### config.mk
export PLATFORM = sky130hd
export DESIGN_NAME = uart_tx_arbiter
export DESIGN_NICKNAME = d
export VERILOG_FILES = /design/src/rtl/uart_tx_arbiter_pkg.sv /design/src/rtl/uart_tx_arbiter_rr_pick.sv /design/src/rtl/uart_tx_arbiter.sv
export SDC_FILE = /design/constraint.sdc
export NUM_CORES = 1
export LEC_CHECK = 0
export BUFFER_PORTS_ARGS = -buffer_cell sky130_fd_sc_hd__buf_2
export CELL_PAD_IN_SITES_DETAIL_PLACEMENT = 1
export CELL_PAD_IN_SITES_GLOBAL_PLACEMENT = 1
export CORE_ASPECT_RATIO = 1.25
export CORE_MARGIN = 4
export CORE_UTILIZATION = 45
export CTS_CLUSTER_DIAMETER = 150
export DETAILED_ROUTE_END_ITERATION = 8
export PLACE_DENSITY_LB_ADDON = 0.08
export SLEW_MARGIN = 20
export SYNTH_ARGS = -nofsm -noshare
export SYNTH_HDL_FRONTEND = slang
export SYNTH_SLANG_ARGS = --single-unit
export TNS_END_PERCENT = 100
### constraint.sdc
create_clock -name clk -period 5.8 [get_ports clk]
set_input_delay 0.29 -clock clk [delete_from_list [all_inputs] [get_ports clk]]
set_output_delay 0.29 -clock clk [all_outputs]
set_load 0.03 [all_outputs]
### src/rtl/uart_tx_arbiter_pkg.sv
// Shared definitions for the UART transmit arbiter.
//   - CLK_HZ       : board clock frequency
//   - STALL_100MS  : cycle count of a 100 ms stall window at CLK_HZ
//   - state_e      : sequencer state encoding (3 bits)
package uart_tx_arbiter_pkg;

  localparam int CLK_HZ      = 50_000_000;
  localparam int STALL_100MS = CLK_HZ / 10;

  typedef enum logic [2:0] {
    ST_IDLE  = 3'd0,
    ST_GRANT = 3'd1,
    ST_FETCH = 3'd2,
    ST_START = 3'd3,
    ST_WAIT  = 3'd4,
    ST_NEXT  = 3'd5
  } state_e;

endpackage

### src/rtl/uart_tx_arbiter_rr_pick.sv
// rr_pick: combinational round-robin picker.
//   req        : request vector, one bit per requester
//   last_owner : index of the requester served most recently
//   win_onehot : one-hot winner (all-zero when no request)
//   win_idx    : binary index of the winner
//   win_any    : at least one request present
// The search starts at last_owner+1 (mod N_REQ); the first set bit wins.
module rr_pick #(
  parameter  int N_REQ = 4,
  localparam int IW    = $clog2(N_REQ)
) (
  input  logic [N_REQ-1:0] req,
  input  logic [IW-1:0]    last_owner,
  output logic [N_REQ-1:0] win_onehot,
  output logic [IW-1:0]    win_idx,
  output logic             win_any
);

  logic [IW-1:0] idx;

  always_comb begin
    // NOTE: every output gets a default before the loop so no path leaves
    // a variable unassigned, which would otherwise infer a latch.
    win_onehot = '0;
    win_idx    = '0;
    win_any    = 1'b0;
    idx        = last_owner;
    for (int k = 0; k < N_REQ; k++) begin
      idx = (idx == IW'(N_REQ - 1)) ? '0 : idx + 1'b1;
      if (!win_any && req[idx]) begin
        win_any         = 1'b1;
        win_onehot[idx] = 1'b1;
        win_idx         = idx;
      end
    end
  end

endmodule

### src/rtl/uart_tx_arbiter.sv
// uart_tx_arbiter: shares one byte-wide UART transmitter between N_REQ
// message sources. The grant is locked for a whole message (until a byte
// flagged last, or a mid-message stall timeout), then priority rotates.
//   clk, rst_n  : system clock, synchronous active-low reset
//   req_valid   : per-requester byte available
//   req_data    : per-requester byte, requester i on [8i+7:8i]
//   req_last    : offered byte is the final byte of its message
//   req_ready   : one-cycle accept pulse to the granted requester
//   grant       : one-hot owner of the transmitter, zero when free
//   tx_data     : byte presented to the UART, held until busy falls
//   tx_start    : level request to the UART, held until busy is seen
//   tx_busy     : UART busy (asynchronous, synchronised here)
//   msg_abort   : one-cycle pulse when a stalled message is cut off
module uart_tx_arbiter
  import uart_tx_arbiter_pkg::*;
#(
  parameter int N_REQ        = 4,
  parameter int STALL_CYCLES = STALL_100MS
) (
  input  logic                 clk,
  input  logic                 rst_n,
  input  logic [N_REQ-1:0]     req_valid,
  input  logic [8*N_REQ-1:0]   req_data,
  input  logic [N_REQ-1:0]     req_last,
  output logic [N_REQ-1:0]     req_ready,
  output logic [N_REQ-1:0]     grant,
  output logic [7:0]           tx_data,
  output logic                 tx_start,
  input  logic                 tx_busy,
  output logic                 msg_abort
);

  localparam int IW = $clog2(N_REQ);
  localparam int CW = $clog2(STALL_CYCLES);
  localparam logic [CW-1:0] STALL_LAST = CW'(STALL_CYCLES - 1);

  state_e           state_q, state_d;
  logic [N_REQ-1:0] pend_q;        // winner captured in IDLE, granted next
  logic [N_REQ-1:0] grant_q;
  logic [IW-1:0]    owner_q;       // binary index of the current owner
  logic [IW-1:0]    last_owner_q;
  logic [7:0]       tx_data_q;
  logic             last_flag_q;
  logic             armed_q;       // stall timer active (after first byte)
  logic [CW-1:0]    stall_cnt_q;
  logic             busy_s1_q, busy_s2_q;

  logic [N_REQ-1:0] pick_onehot;
  logic [IW-1:0]    pick_idx;
  logic             pick_any;

  logic             g_valid;
  logic             g_last;
  logic [7:0]       g_data;
  logic             stall_hit;

  rr_pick #(.N_REQ(N_REQ)) u_pick (
    .req        (req_valid),
    .last_owner (last_owner_q),
    .win_onehot (pick_onehot),
    .win_idx    (pick_idx),
    .win_any    (pick_any)
  );

  // Signals of the currently granted requester.
  assign g_valid = req_valid[owner_q];
  assign g_last  = req_last[owner_q];
  assign g_data  = req_data[{owner_q, 3'b000} +: 8];

  // Timeout fires on the cycle the counter sits at its last value with the
  // owner still silent, i.e. the STALL_CYCLES-th idle FETCH cycle.
  assign stall_hit = armed_q && !g_valid && (stall_cnt_q == STALL_LAST);

  // Two-flop synchroniser for the UART busy flag.
  always_ff @(posedge clk) begin
    // NOTE: sequential state uses non-blocking assignments so every flop
    // samples pre-edge values regardless of process evaluation order.
    if (!rst_n) begin
      busy_s1_q <= 1'b0;
      busy_s2_q <= 1'b0;
    end else begin
      busy_s1_q <= tx_busy;
      busy_s2_q <= busy_s1_q;
    end
  end

  // State register.
  always_ff @(posedge clk) begin
    if (!rst_n) state_q <= ST_IDLE;
    else        state_q <= state_d;
  end

  // Next-state logic.
  always_comb begin
    state_d = state_q;
    unique case (state_q)
      ST_IDLE:  if (pick_any) state_d = ST_GRANT;
      ST_GRANT: state_d = ST_FETCH;
      ST_FETCH: begin
        if (g_valid)        state_d = ST_START;
        else if (stall_hit) state_d = ST_IDLE;
      end
      ST_START: if (busy_s2_q)  state_d = ST_WAIT;
      ST_WAIT:  if (!busy_s2_q) state_d = ST_NEXT;
      ST_NEXT:  state_d = last_flag_q ? ST_IDLE : ST_FETCH;
      default:  state_d = ST_IDLE;
    endcase
  end

  // Datapath: owner bookkeeping, byte latch and stall counter.
  always_ff @(posedge clk) begin
    if (!rst_n) begin
      pend_q       <= '0;
      grant_q      <= '0;
      owner_q      <= '0;
      last_owner_q <= IW'(N_REQ - 1);
      tx_data_q    <= 8'h00;
      last_flag_q  <= 1'b0;
      armed_q      <= 1'b0;
      stall_cnt_q  <= '0;
    end else begin
      unique case (state_q)
        ST_IDLE: begin
          armed_q     <= 1'b0;
          stall_cnt_q <= '0;
          if (pick_any) begin
            pend_q  <= pick_onehot;
            owner_q <= pick_idx;
          end
        end
        ST_GRANT: grant_q <= pend_q;
        ST_FETCH: begin
          if (g_valid) begin
            tx_data_q   <= g_data;
            last_flag_q <= g_last;
            stall_cnt_q <= '0;
          end else if (stall_hit) begin
            // Partial message ends here; nothing already sent is lost.
            grant_q      <= '0;
            last_owner_q <= owner_q;
            armed_q      <= 1'b0;
            stall_cnt_q  <= '0;
          end else if (armed_q && stall_cnt_q != STALL_LAST) begin
            stall_cnt_q <= stall_cnt_q + 1'b1;
          end
        end
        ST_NEXT: begin
          if (last_flag_q) begin
            grant_q      <= '0;
            last_owner_q <= owner_q;
            armed_q      <= 1'b0;
          end else begin
            armed_q <= 1'b1;
          end
        end
        default: ;
      endcase
    end
  end

  // Outputs decoded from state; reset forces IDLE so all pulses drop at once.
  always_comb begin
    req_ready = '0;
    tx_start  = 1'b0;
    msg_abort = 1'b0;
    unique case (state_q)
      ST_FETCH: begin
        if (g_valid) req_ready = grant_q;
        msg_abort = stall_hit;
      end
      ST_START: tx_start = 1'b1;
      default: ;
    endcase
  end

  assign grant   = grant_q;
  assign tx_data = tx_data_q;

endmodule

==> flow_metrics.tcl <==
set metrics [dict create \
    io_pins 61 \
    fin_skew_ns 0.00390 \
    p_leak_nw 1.30 \
    p_clk_frac 0.282 \
    grt_pass1_vias 2898 \
    drt-total-wl_um 8320 \
    hpwl_um 6410 \
    grt-ovfl-total 0 \
    grt.total_usage 0.208 \
    worstPathArrival_ns 2.46 \
    coreArea_um2 6690 \
    vias 2715 \
    yosys_register_bits 50 \
    tritoncts "built" \
    crit_fanout 13 \
    hold_path_class "in2reg" \
    nets 446 \
    p_comb_frac 0.251 \
    antenna_left 0 \
    setup_violations 0 \
    fmax_ghz 0.363 \
    tns_ns 0 \
    holdBufCountCts 0 \
    synthFlopType "dfxtp_1" \
    die_x_um 82.7 \
    criticalPathCategory "reg2out" \
    end_kind "output port" \
    tightest_slew_ns 0.711 \
    p_int_mw 0.572 \
    drc 0 \
    max_cap_violations 0 \
    numPortBuffers 60 \
    ys_types 60 \
    areaGrowthSynthToFinish_pct 13.7 \
    cts_resized 0 \
    syn_area_per_cell_um2 9.15 \
    antenna_found_initial 0 \
    ir_drop_uv 123 \
    grt_start_max_net_pins 24 \
    slew_violations 0 \
    gp_congestion 0.846 \
    fin_crit_sh 0.475 \
    synth.top_cell.area_share 0.319 \
    die_height_um 101 \
    hold_viol_final 0 \
    rsz0062_at_grt "no" \
    post_dp_cell_area_um2 3430 \
    drive_gt1_frac 0.301 \
    nFillCells 827 \
    viasPerCell 5.63 \
    syn_nets 395 \
    grt_pass1_wl_um 13600 \
    finalInstanceArea_um2 3570 \
    clock_latency_ns 0.30 \
    maxSlewHeadroom 0.525 \
    post_cts_buffers 0 \
    start_util 0.469 \
    syn-cell-area_um2 3140 \
    n_antenna_cell 0 \
    cts.sinks 50 \
    syn_inst 343 \
    numCtsBuffers 5 \
    synthTopCellsByArea "dfxtp_1 32%, mux4_2 8.6%, nand2_1 4.8%, xor2_1 3.9%, ha_1 3.6%" \
    clkTransAtPathRegs_ns 0.09 \
    synth-edff-count 0 \
    htreeDepth 2 \
    finish.utilization 0.533 \
    drt_pass1_iterations 4 \
    start_kind "flip-flop" \
    clockRootBuffer "clkbuf_8" \
    switchingPower_mw 0.263 \
    sw_frac_of_total 0.315 \
    yosysTopAreaCell "dfxtp_1" \
    yosysSeqAreaShare 0.319 \
    design.die.area_um2 8380 \
    num_rows 33 \
    power_frac_seq 0.467 \
    regArea_um2 1000 \
    cp.required_ns 5.51 \
    multi_input_area_um2 1960 \
    drt_iter0_markers 73 \
    clock_path_buffers 2 \
    yosysWarnings 0 \
    powerDensity_nw_per_um2 234 \
    synthArstFlopShare 0 \
    wl_per_cell_um 17.3 \
    period_minus_slack_ns 2.75 \
    status "completed" \
]
cell usage in the layout (no fill, tap or decap), types with 12 or more instances in the layout:
cell type	count
inv_1	14
xor2_1	14
nor2_1	21
dfxtp_1	50
buf_2	60
mux4_2	12
nand2_1	40
a21oi_1	20
nor2_2	12
nand3_1	17
through the flow:
stage	power, mW	cells	setup WS [ns]	hold WS [ns]
after detailed placement	0.601	473	3.12	0.427
after global routing	0.880	482	2.85	0.188
after floorplan	0.558	343	3.73	0.412
after global placement	0.596	473	3.21	0.425
final	0.835	482	3.05	0.191
after CTS	0.835	481	3.00	0.186
power by group through the flow:
stage / combinational (mW) / clock (mW) / sequential (mW)
after floorplan: 0.166 / 0 / 0.392
after global placement: 0.199 / 0 / 0.397
after detailed placement: 0.203 / 0 / 0.398
after CTS: 0.205 / 0.241 / 0.390
after global routing: 0.230 / 0.256 / 0.395
final: 0.210 / 0.235 / 0.390
synthesized netlist by cell type (all sizes together), types with 2 or more instances:
library cell / instances
dfxtp: 50
inv: 14
a211oi: 3
a2bb2oi: 2
mux2i: 3
mux2: 2
o21ai: 14
and2: 6
nand3: 17
or2b: 2
mux4: 12
ha: 9
and3: 2
nor3: 9
clkbuf: 9
nor4b: 3
xor2: 14
nor4: 7
a22o: 4
o2111a: 4
or2: 2
buf: 9
nor3b: 2
nand2b: 2
nand4b: 2
nand4: 7
nand2: 40
a21oi: 20
nor2: 43
nor2b: 6
xnor2: 7
path summary, 6_finish.rpt:
kind | from | end | slack [ns] | depth (start not counted)
min reg2reg | busy_s1_q | busy_s2_q | 0.44 | 1
max reg2reg | stall_cnt_q[0] | stall_cnt_q[0] | 3.29 | 7
max | owner_q[1] | req_ready[2] | 3.05 | 4
min | tx_busy | busy_s1_q | 0.19 | 2
kinds of logic after synthesis:
group | count (synthesis) | share of synthesized area
muxes | 17 | 0.103
buffers and inverters | 32 | 0.0562
DFF | 50 | 0.319
xor gates and xnor gates | 21 | 0.0586
and+or+nand+nor | 156 | 0.296
AOI/OAI and AO/OA | 58 | 0.132
adders and majority gates | 9 | 0.0359
critical path: stages, from the launching register on:
cell and delay, ns:
dfxtp_1 0.68, mux4_2 0.70, and3_1 0.38, and2_1 0.23
buf_2 0.17
flip-flops by register name, indices dropped and copies added, names as in the netlist:
| register | count |
|---|---|
| stall_cnt_q | 23 |
| tx_data | 8 |
| busy_s1_q | 1 |
| grant | 4 |
| owner_q | 2 |
| armed_q | 1 |
| busy_s2_q | 1 |
| pend_q | 4 |
| last_flag_q | 1 |
| state_q | 3 |
| last_owner_q | 2 |
final cells by class:
type,instances,area share
Clock buffer,8,0.0309
Inverter,14,0.0147
Multi-Input combinational cell,261,0.549
Sequential cell,50,0.281
Tap cell,87,0.0305
Timing Repair Buffer,62,0.0940
per-layer routing:
metal	global-route usage	vias up	wire length, um
met1	0.229	1342	3210
met2	0.394	36	4740
met3	0.0276	19	132
li1	-	1318	-
met5	0	-	0
met4	0.0818	0	238
(Power assumes the default switching activity.)
